$ cat config.mk
export PLATFORM = sky130hd
export DESIGN_NAME = vga_scanout
export DESIGN_NICKNAME = d
export VERILOG_FILES = /design/src/rtl/vga_scanout.sv
export SDC_FILE = /design/constraint.sdc
export NUM_CORES = 1
export LEC_CHECK = 0
export CAP_MARGIN = 20
export CORE_UTILIZATION = 65
export CTS_BUF_LIST = sky130_fd_sc_hd__clkbuf_16
export DETAILED_ROUTE_END_ITERATION = 7
export GPL_ROUTABILITY_DRIVEN = 0
export MAX_ROUTING_LAYER = met4
export PLACE_DENSITY = 0.92
export SLEW_MARGIN = 20
export SYNTH_ARGS = -nofsm -noshare
export SYNTH_HDL_FRONTEND = slang
export SYNTH_SLANG_ARGS = --single-unit
$ cat constraint.sdc
create_clock -name clk -period 4.5 [get_ports clk]
set_input_delay 0.9 -clock clk [delete_from_list [all_inputs] [get_ports clk]]
set_output_delay 0.9 -clock clk [all_outputs]
set_load 0.05 [all_outputs]
$ cat src/rtl/vga_scanout.sv
// 640x480@60 VGA scanout: 25 MHz pixel enable from 50 MHz clk, timing counters,
// RGB444 pixel FIFO fed by valid/ready, registered RGB/HS/VS. Optional macro: WS2_VGA_TEST_PATTERN_EN.
module vga_scanout #(
  parameter int H_ACTIVE   = 640,
  parameter int H_FP       = 16,
  parameter int H_SYNC     = 96,
  parameter int H_BP       = 48,
  parameter int V_ACTIVE   = 480,
  parameter int V_FP       = 10,
  parameter int V_SYNC     = 2,
  parameter int V_BP       = 33,
  parameter int FIFO_DEPTH = 16
) (
  input  logic        clk,
  input  logic        reset_n,
  input  logic [11:0] pix_data,
  input  logic        pix_valid,
  output logic        pix_ready,
  output logic        frame_start,
  output logic        underflow,
  input  logic        pattern_sel,
  output logic [3:0]  vga_r,
  output logic [3:0]  vga_g,
  output logic [3:0]  vga_b,
  output logic        vga_hs,
  output logic        vga_vs
);

  localparam int DATA_W  = 12;
  localparam int H_TOTAL = H_ACTIVE + H_FP + H_SYNC + H_BP;
  localparam int V_TOTAL = V_ACTIVE + V_FP + V_SYNC + V_BP;
  localparam int CW_H    = $clog2(H_TOTAL);
  localparam int CW_V    = $clog2(V_TOTAL);
  // At least 10 bits so the test pattern can always tap h[9:6] and v[8:5].
  localparam int CNT_W   = (CW_H > 10) ? ((CW_H > CW_V) ? CW_H : CW_V) : ((CW_V > 10) ? CW_V : 10);
  localparam int AW      = $clog2(FIFO_DEPTH);

  localparam logic [CNT_W-1:0] H_LAST = CNT_W'(H_TOTAL - 1);
  localparam logic [CNT_W-1:0] V_LAST = CNT_W'(V_TOTAL - 1);
  localparam logic [CNT_W-1:0] H_ACT  = CNT_W'(H_ACTIVE);
  localparam logic [CNT_W-1:0] V_ACT  = CNT_W'(V_ACTIVE);
  localparam logic [CNT_W-1:0] HS_BEG = CNT_W'(H_ACTIVE + H_FP);
  localparam logic [CNT_W-1:0] HS_END = CNT_W'(H_ACTIVE + H_FP + H_SYNC);
  localparam logic [CNT_W-1:0] VS_BEG = CNT_W'(V_ACTIVE + V_FP);
  localparam logic [CNT_W-1:0] VS_END = CNT_W'(V_ACTIVE + V_FP + V_SYNC);
  localparam logic [AW:0]      FULL_CNT = (AW+1)'(FIFO_DEPTH);

  logic              ce;
  logic [CNT_W-1:0]  h_cnt_p0;
  logic [CNT_W-1:0]  v_cnt_p0;
  logic              active;
  logic              hs_on;
  logic              vs_on;
  logic              pat_on;

  logic [DATA_W-1:0] mem [FIFO_DEPTH];
  logic [AW-1:0]     wr_ptr;
  logic [AW-1:0]     rd_ptr;
  logic [AW:0]       count;
  logic              armed;
  logic              full;
  logic              empty;
  logic              push;
  logic              pop_req;
  logic              pop;

  logic [DATA_W-1:0] rgb_next;
  logic [DATA_W-1:0] rgb_p1;
  logic              hs_p1;
  logic              vs_p1;

`ifdef WS2_VGA_TEST_PATTERN_EN
  assign pat_on = pattern_sel;
`else
  logic unused_pattern_sel;
  assign unused_pattern_sel = pattern_sel;
  assign pat_on = 1'b0;
`endif

  // Stage p0: pixel enable and timing counters
  always_ff @(posedge clk) begin
    if (!reset_n) ce <= 1'b0;
    else          ce <= ~ce;
  end

  always_ff @(posedge clk) begin
    if (!reset_n) begin
      h_cnt_p0 <= '0;
      v_cnt_p0 <= V_LAST;
    end else if (ce) begin
      if (h_cnt_p0 == H_LAST) begin
        h_cnt_p0 <= '0;
        v_cnt_p0 <= (v_cnt_p0 == V_LAST) ? '0 : v_cnt_p0 + 1'b1;
      end else begin
        h_cnt_p0 <= h_cnt_p0 + 1'b1;
      end
    end
  end

  assign active      = (h_cnt_p0 < H_ACT) && (v_cnt_p0 < V_ACT);
  assign hs_on       = (h_cnt_p0 >= HS_BEG) && (h_cnt_p0 < HS_END);
  assign vs_on       = (v_cnt_p0 >= VS_BEG) && (v_cnt_p0 < VS_END);
  // Fires one blank line ahead of line 0 so the FIFO can prefill.
  assign frame_start = ce && (h_cnt_p0 == '0) && (v_cnt_p0 == V_LAST);

  assign full      = (count == FULL_CNT);
  assign empty     = (count == '0);
  assign pix_ready = armed && !full && !frame_start;
  assign push      = pix_valid && pix_ready;
  assign pop_req   = ce && active;
  assign pop       = pop_req && !empty;

  always_ff @(posedge clk) begin
    if (push) mem[wr_ptr] <= pix_data;
  end

  // frame_start never coincides with a push (ready low) or a pop (blank line).
  always_ff @(posedge clk) begin
    if (!reset_n) begin
      wr_ptr    <= '0;
      rd_ptr    <= '0;
      count     <= '0;
      armed     <= 1'b0;
      underflow <= 1'b0;
    end else if (frame_start) begin
      wr_ptr    <= '0;
      rd_ptr    <= '0;
      count     <= '0;
      armed     <= 1'b1;
      underflow <= 1'b0;
    end else begin
      if (push) wr_ptr <= wr_ptr + 1'b1;
      if (pop)  rd_ptr <= rd_ptr + 1'b1;
      case ({push, pop})
        2'b10:   count <= count + 1'b1;
        2'b01:   count <= count - 1'b1;
        default: count <= count;
      endcase
      if (pop_req && empty && !pat_on) underflow <= 1'b1;
    end
  end

  always_comb begin
    rgb_next = '0;
    if (active) begin
      if (!empty) rgb_next = mem[rd_ptr];
`ifdef WS2_VGA_TEST_PATTERN_EN
      if (pattern_sel)
        rgb_next = {h_cnt_p0[9:6], v_cnt_p0[8:5], h_cnt_p0[9:6] ^ v_cnt_p0[8:5]};
`endif
    end
  end

  // Stage p1: registered colour and syncs, one pixel behind the counters
  always_ff @(posedge clk) begin
    if (!reset_n) begin
      rgb_p1 <= '0;
      hs_p1  <= 1'b1;
      vs_p1  <= 1'b1;
    end else if (ce) begin
      rgb_p1 <= rgb_next;
      hs_p1  <= !hs_on;
      vs_p1  <= !vs_on;
    end
  end

  assign vga_r  = rgb_p1[11:8];
  assign vga_g  = rgb_p1[7:4];
  assign vga_b  = rgb_p1[3:0];
  assign vga_hs = hs_p1;
  assign vga_vs = vs_p1;

endmodule
---- After elaboration in Yosys (flattened, before gate mapping) ----
Memory sizes are Yosys's and may differ from the RTL's. A register that Yosys moved wholly into a read port is not among the register bits.
Index checks and enable logic that the tools add are counted.
W data, S select, Z words.
operators by class
  bitwise gates (word level) .............. 2
  add/sub/neg operators ................... 6
  equality and inequality tests ........... 5
  order comparisons ....................... 6
  reduce and logical (&&, ||, !) cells .... 21
  mux-type cells .......................... 9
operators by type and width
  kind                     count
  $mux W12                 2
  $add A10 B1 Y10 const B  2
  $eq A10 B10 Y1 const B   2
  $lt A10 B10 Y1 const B   2
  $lt A10 B9 Y1 const B    2
  $mux W10                 2
  $logic_and A1 B1 Y1      11
  $ge A10 B10 Y1 const B   1
  $ge A10 B9 Y1 const B    1
  $logic_not A10 Y1        1
  $pmux W5 S2              1
  $add A4 B1 Y4 const B    2
  $mux W4                  2
  $add A5 B1 Y5 const B    1
  $eq A5 B5 Y1 const B     1
  $logic_not A1 Y1         5
  $logic_not A5 Y1         1
  $sub A5 B1 Y5 const B    1
  $eq A2 B1 Y1 const B     1
  $eq A2 B2 Y1 const B     1
  $mux W1                  2
  $not A1 Y1               2
  $reduce_and A2 Y1        1
  $reduce_bool A2 Y1       1
  $reduce_or A2 Y1         1
storage, ports and cells
  output and inout bits ................... 17
  memories ................................ 1
  memory bits (writable) .................. 192
  input bits .............................. 16
  register bits ........................... 50
  word-level logic and storage cells ...... 61
memories
  memory  words  bits a word  read ports  clocked after memory_dff  write ports  RTL line  source
  mem     16     12           1           1                         1            56        logic [DATA_W-1:0] mem [FIFO_DEPTH];

---- Longest topological paths before layout ----
Gate-level depths: netlist of run 1.
  depth in word-level cells ............... 8
  mapped depth ............................ 15
  depth with buffers taken out ............ 13

---- Worst setup path after synthesis of run 1 ----
Ideal clock, no wire load.
  path type ............................... register to register
  from .................................... reg v_cnt_p0[0]
  to ...................................... reg count[4]
  path buffers ............................ 2
  library setup time ...................... 0.078 ns
  stages on the path, launching flop included .. 16
  data arrival time ....................... 3.610 ns
  data required time ...................... 4.422 ns
  setup slack ............................. 0.812 ns
  clock period less this slack ............ 3.688 ns
  cells stage by stage .................... dfxtp_1 inv_1 ha_1 nor4bb_1 nand3_1 clkbuf_1 nor2_1 or2_2 ha_1 clkbuf_1 xor2_1 ha_1 nor3_1 o211a_1 o31a_1 nor3_1
between the ends
  longest elaborated chain between the ends .. 7
  elaborated cells between the ends (all ways) .. 14
  those cells by class .................... order compare (1); eq/ne (3); mux (1); reduce/logical (9)
ends and longest elaborated chain
  item                                               RTL line  source
  start: declaration                                 50        logic [CNT_W-1:0] v_cnt_p0;
  start signal: assignment                           93        v_cnt_p0 <= (v_cnt_p0 == V_LAST) ? '0 : v_cnt_p0 + 1'b1;
  $eq A10 B10 Y1 *                                   104       assign frame_start = ce && (h_cnt_p0 == '0) && (v_cnt_p0 == V_LAST);
  $logic_and A1 B1 Y1 *                              104
  net frame_start                                    19        output logic frame_start,
  $logic_not A1 Y1                                   108       assign pix_ready = armed && !full && !frame_start;
  $logic_and A1 B1 Y1                                108
  $logic_and A1 B1 Y1                                109       assign push = pix_valid && pix_ready;
  $eq A2 B1 Y1 or $eq A2 B2 Y1 (tied branches)       134       case ({push, pop})
  $pmux W5 S2 or $reduce_bool A2 Y1 (tied branches)  -
  end signal: assignment                             135       2'b10: count <= count + 1'b1;
  end signal: assignment                             136       2'b01: count <= count - 1'b1;
  end signal: assignment                             137       default: count <= count;
  end: declaration                                   59        logic [AW:0] count;
Mark *: on every way through the listed nets, which the timed path passes. The rest lies on a longest branch.
A chain may end at the register's enable or synchronous reset.

---- Final worst setup path of run 1 ----
  from .................................... reg v_cnt_p0[0]
  to ...................................... out frame_start
between the ends
  longest elaborated chain between the ends .. 2
ends and longest elaborated chain
  item                 RTL line
  $eq A10 B10 Y1       104
  $logic_and A1 B1 Y1  104
  end: declaration     19
No other way between the ends.

==> results of run 1 <==
final cells by class:
type | instances | area, sq um | share of cell area
clock inverter | 19 | 187.7 | 0.01655
sequential | 246 | 6850 | 0.6042
timing repair buffer | 55 | 490.5 | 0.04326
clock buffer | 24 | 600.6 | 0.05297
tap | 184 | 230.2 | 0.02030
inverter | 10 | 37.54 | 0.003311
multi-input combinational | 307 | 2942 | 0.2594
cells by family (layout without fill, tap and decap cells):
family / Yosys count / count (layout) / synth area share
AOI/OAI and AO/OA: 69 / 69 / 0.04869
xor gates and xnor gates: 14 / 14 / 0.01239
adders and majority gates: 13 / 13 / 0.01644
buffers and inverters: 44 / 108 / 0.01821
DFF: 246 / 246 / 0.6920
muxes: 75 / 75 / 0.1381
and+or+nand+nor: 136 / 136 / 0.07411
registers in the layout, summed over array words and instances, names as in the netlist, named ones only:
register,cells
rd_ptr,4
rgb_p1,12
h_cnt_p0,10
wr_ptr,4
underflow,1
vga_vs,1
mem,192
v_cnt_p0,10
armed,1
ce,1
vga_hs,1
count,5
cells in the mapped netlist, types with 2 or more instances:
cell type / count
nand3b_1: 2
xor2_1: 8
xnor2_1: 6
nor2b_1: 4
mux2i_1: 15
buf_1: 4
or3_1: 5
nand3_1: 14
clkbuf_1: 18
nor3_1: 17
and3_1: 2
a21o_1: 2
o211ai_1: 4
a221o_1: 14
o31ai_1: 4
inv_1: 10
o21ai_0: 15
edfxtp_1: 192
nand2_1: 19
or3_4: 2
or4_1: 3
buf_2: 12
mux2_2: 12
mux4_2: 48
a21oi_1: 17
dfxtp_1: 54
a31oi_1: 2
nor4_1: 21
ha_1: 13
nor2_1: 27
nand2b_1: 4
and4_1: 2
nand4_1: 7
final timing paths:
check	to	startpoint
setup reg to reg	count[4]	v_cnt_p0[0]
hold reg to reg	flop	rd_ptr[3]
hold / removal	flop	rd_ptr[3]
setup / recovery	frame_start	v_cnt_p0[0]
per-layer routing:
metal	global-route usage	vias to the layer above	wire (um)
met5	-	-	0
met4	0.1155	0	845
met3	0.04065	71	1467
met2	0.4824	294	10980
met1	0.3797	2927	8489
li1	-	2491	-
worst reg2reg max path: stages, from the launching register on:
cell and delay [ps]:
dfxtp_1 350, inv_1 90, ha_1 140, nor4bb_1 340
nand3_1 410, nor2_1 360, or2_2 180, ha_1 340
xor2_1 200, ha_1 210, nor3_1 60, o211a_1 250
o31a_1 270, nor3_1 130
metrics by stage:
step	hold slack [ps]	util	instances	cell area [sq um]	worst slack (ps)
3_3_place_gp	458.8	0.7177	802	10550	1051
3_5_place_dp	486.9	0.7177	802	10550	956.2
5_1_grt	515.4	0.7714	845	11340	335.5
6_report	495.7	0.7714	845	11340	538.0
4_1_cts	500.6	0.7714	845	11340	542.3
2_1_floorplan	452.9	-	597	9893	812.1
where the power goes:
group | total [W] | switching (W) | internal, W
combinational | 0.000111 | 0.0000747 | 0.0000358
clock | 0.00198 | 0.000833 | 0.00115
sequential | 0.00246 | 0.00000752 | 0.00245
==> impl_metrics.csv, run 1 <==
group,metric,value,unit
clock_network,post_cts_resized,0,
clock_network,cts.hold.buffers_added,0,
timing,max_clock_freq,252.4,MHz
clock_network,clockRootBuffer,"clkbuf_16",
setup_path,required,3600,ps
clock_network,cts_buffer_depth,3,
placement,hpwl,12.25,mm
route,firstDrtPassIters,8,
timing,finalHoldViolCount,0,
route,detail-route-antenna-nets,0,
setup_path,worst-path-max-fanout,12,
setup_path,crit_family,"simple AND/OR/NAND/NOR gates",
floorplanning,ios,33,
global_route,grt_pass1_vias,5945,
yosys,syn_inst,597,
layout,final_cell_mix,"edfxtp_1, dfxtp_1, mux4_2, clkdlybuf4s50_1, nor2_1",
route,drt_iter0_drc,550,
global_route,antenna_found_initial,0,
setup_path,critical_path.max_stage_delay,850,ps
timing,final.setup.tns,0,ps
hold_path,hold_path.class,"reg -> reg",
global_route,grt_usage,0.2949,
timing,tightestPinTransition,1106,ps
yosys,netlist.area_leader.share,0.5828,
timing,grt_setup_unrepaired,"false",
yosys,synth_area_leaders,"edfxtp_1, dfxtp_1, mux4_2, ha_1, mux2i_1",
route,remaining_drc_errors,2,
timing,setup_viol,0,
timing,min_period,3962,ps
setup_path,cp-start-kind,"flop",
route,via_count,5783,
yosys,synth_seq_area_share,0.6920,
clock_network,htreeDepth,1,
floorplanning,start_util,0.6731,
outcome,violations,"DRC",
layout,antenna_cells,0,
timing,slew_headroom,0.2628,
clock_network,cts_made_buffers,24,
setup_path,r2r_cells,13,
floorplanning,die_width,125.4,um
yosys,synth_largest_area_cell,"edfxtp_1",
layout,nets,673,
clock_network,cts_sinks,246,
timing,post-route-period-util,0.8804,
timing,skew,20.24,ps
layout,layout_commonest_cell,"edfxtp_1",
clock_network,clk-insertion-delay-late,530,ps
flow_run,maxCapViolCount,0,
power_and_ir_drop,finalPower,0.004555,W
layout,layout-drive-gt1-share,0.2118,
clock_network,cts_tree,"done",
yosys,synthesis.nets,626,
yosys,synth-edff-count,192,
setup_path,critPathKind,"reg -> out",
yosys,synthFlopType,"edfxtp_1",
global_route,grt_overflow,0,
yosys,synth_seq_cells,246,
setup_path,path_cells,"inv_1 -> ha_1 -> nor4bb_1 -> nand3_1 -> nor2_1 -> clkdlybuf4s50_1",
floorplanning,die-area,15720,sq um
setup_path,rrSetupSlack,1080,ps
power_and_ir_drop,power.leakage,3.576,nW
setup_path,worst-path-stages,6,
outcome,status,"finished with violations",
setup_path,crit_path_end_kind,"primary output",
setup_path,cp.arrival,3060,ps
route,wl_per_cell,25.78,um
yosys,syn_area,9893,sq um
placement,port_buffers,31,
floorplanning,die_h,125.4,um
hold_path,min_path_cells,2,
power_and_ir_drop,vdd_ir_drop_max,0.4205,mV
floorplanning,rows,44,
route,viasPerCell,6.844,
setup_path,slowest_stage,"clkdlybuf4s50_1",
layout,syn_to_final_growth,14.61,%
global_route,grt_max_degree,49,
global_route,grt_pass1_wl,33.37,mm
power_and_ir_drop,powerDensity,401.7,nW/um^2
route,routed_wl,21.79,mm
yosys,async_flop_share,0,
setup_path,worst-path-buf-inv,2,
clock_network,path_clk_slew,60,ps
yosys,synth.distinct_cells,51,
floorplanning,fp.coreArea,14700,sq um
timing,slew_viol_final,0,
layout,n_fill_cell,762,
yosys,synth_warnings,0,
clock_network,post-cts-setup-buffer-count,0,
yosys,syn_avg_cell_area,16.57,sq um
Power figures use the tool's default switching activity.
==> inputs of run 2 (changes only) <==
--- a/config.mk
+++ b/config.mk
@@ -12,6 +12,7 @@
 export GPL_ROUTABILITY_DRIVEN = 0
 export MAX_ROUTING_LAYER = met4
 export PLACE_DENSITY = 0.92
+export SKIP_LAST_GASP = 1
 export SLEW_MARGIN = 20
 export SYNTH_ARGS = -nofsm -noshare
 export SYNTH_HDL_FRONTEND = slang
==> results of run 2 <==
No change in the layout: final DEF, timing and power equal those of run 1.
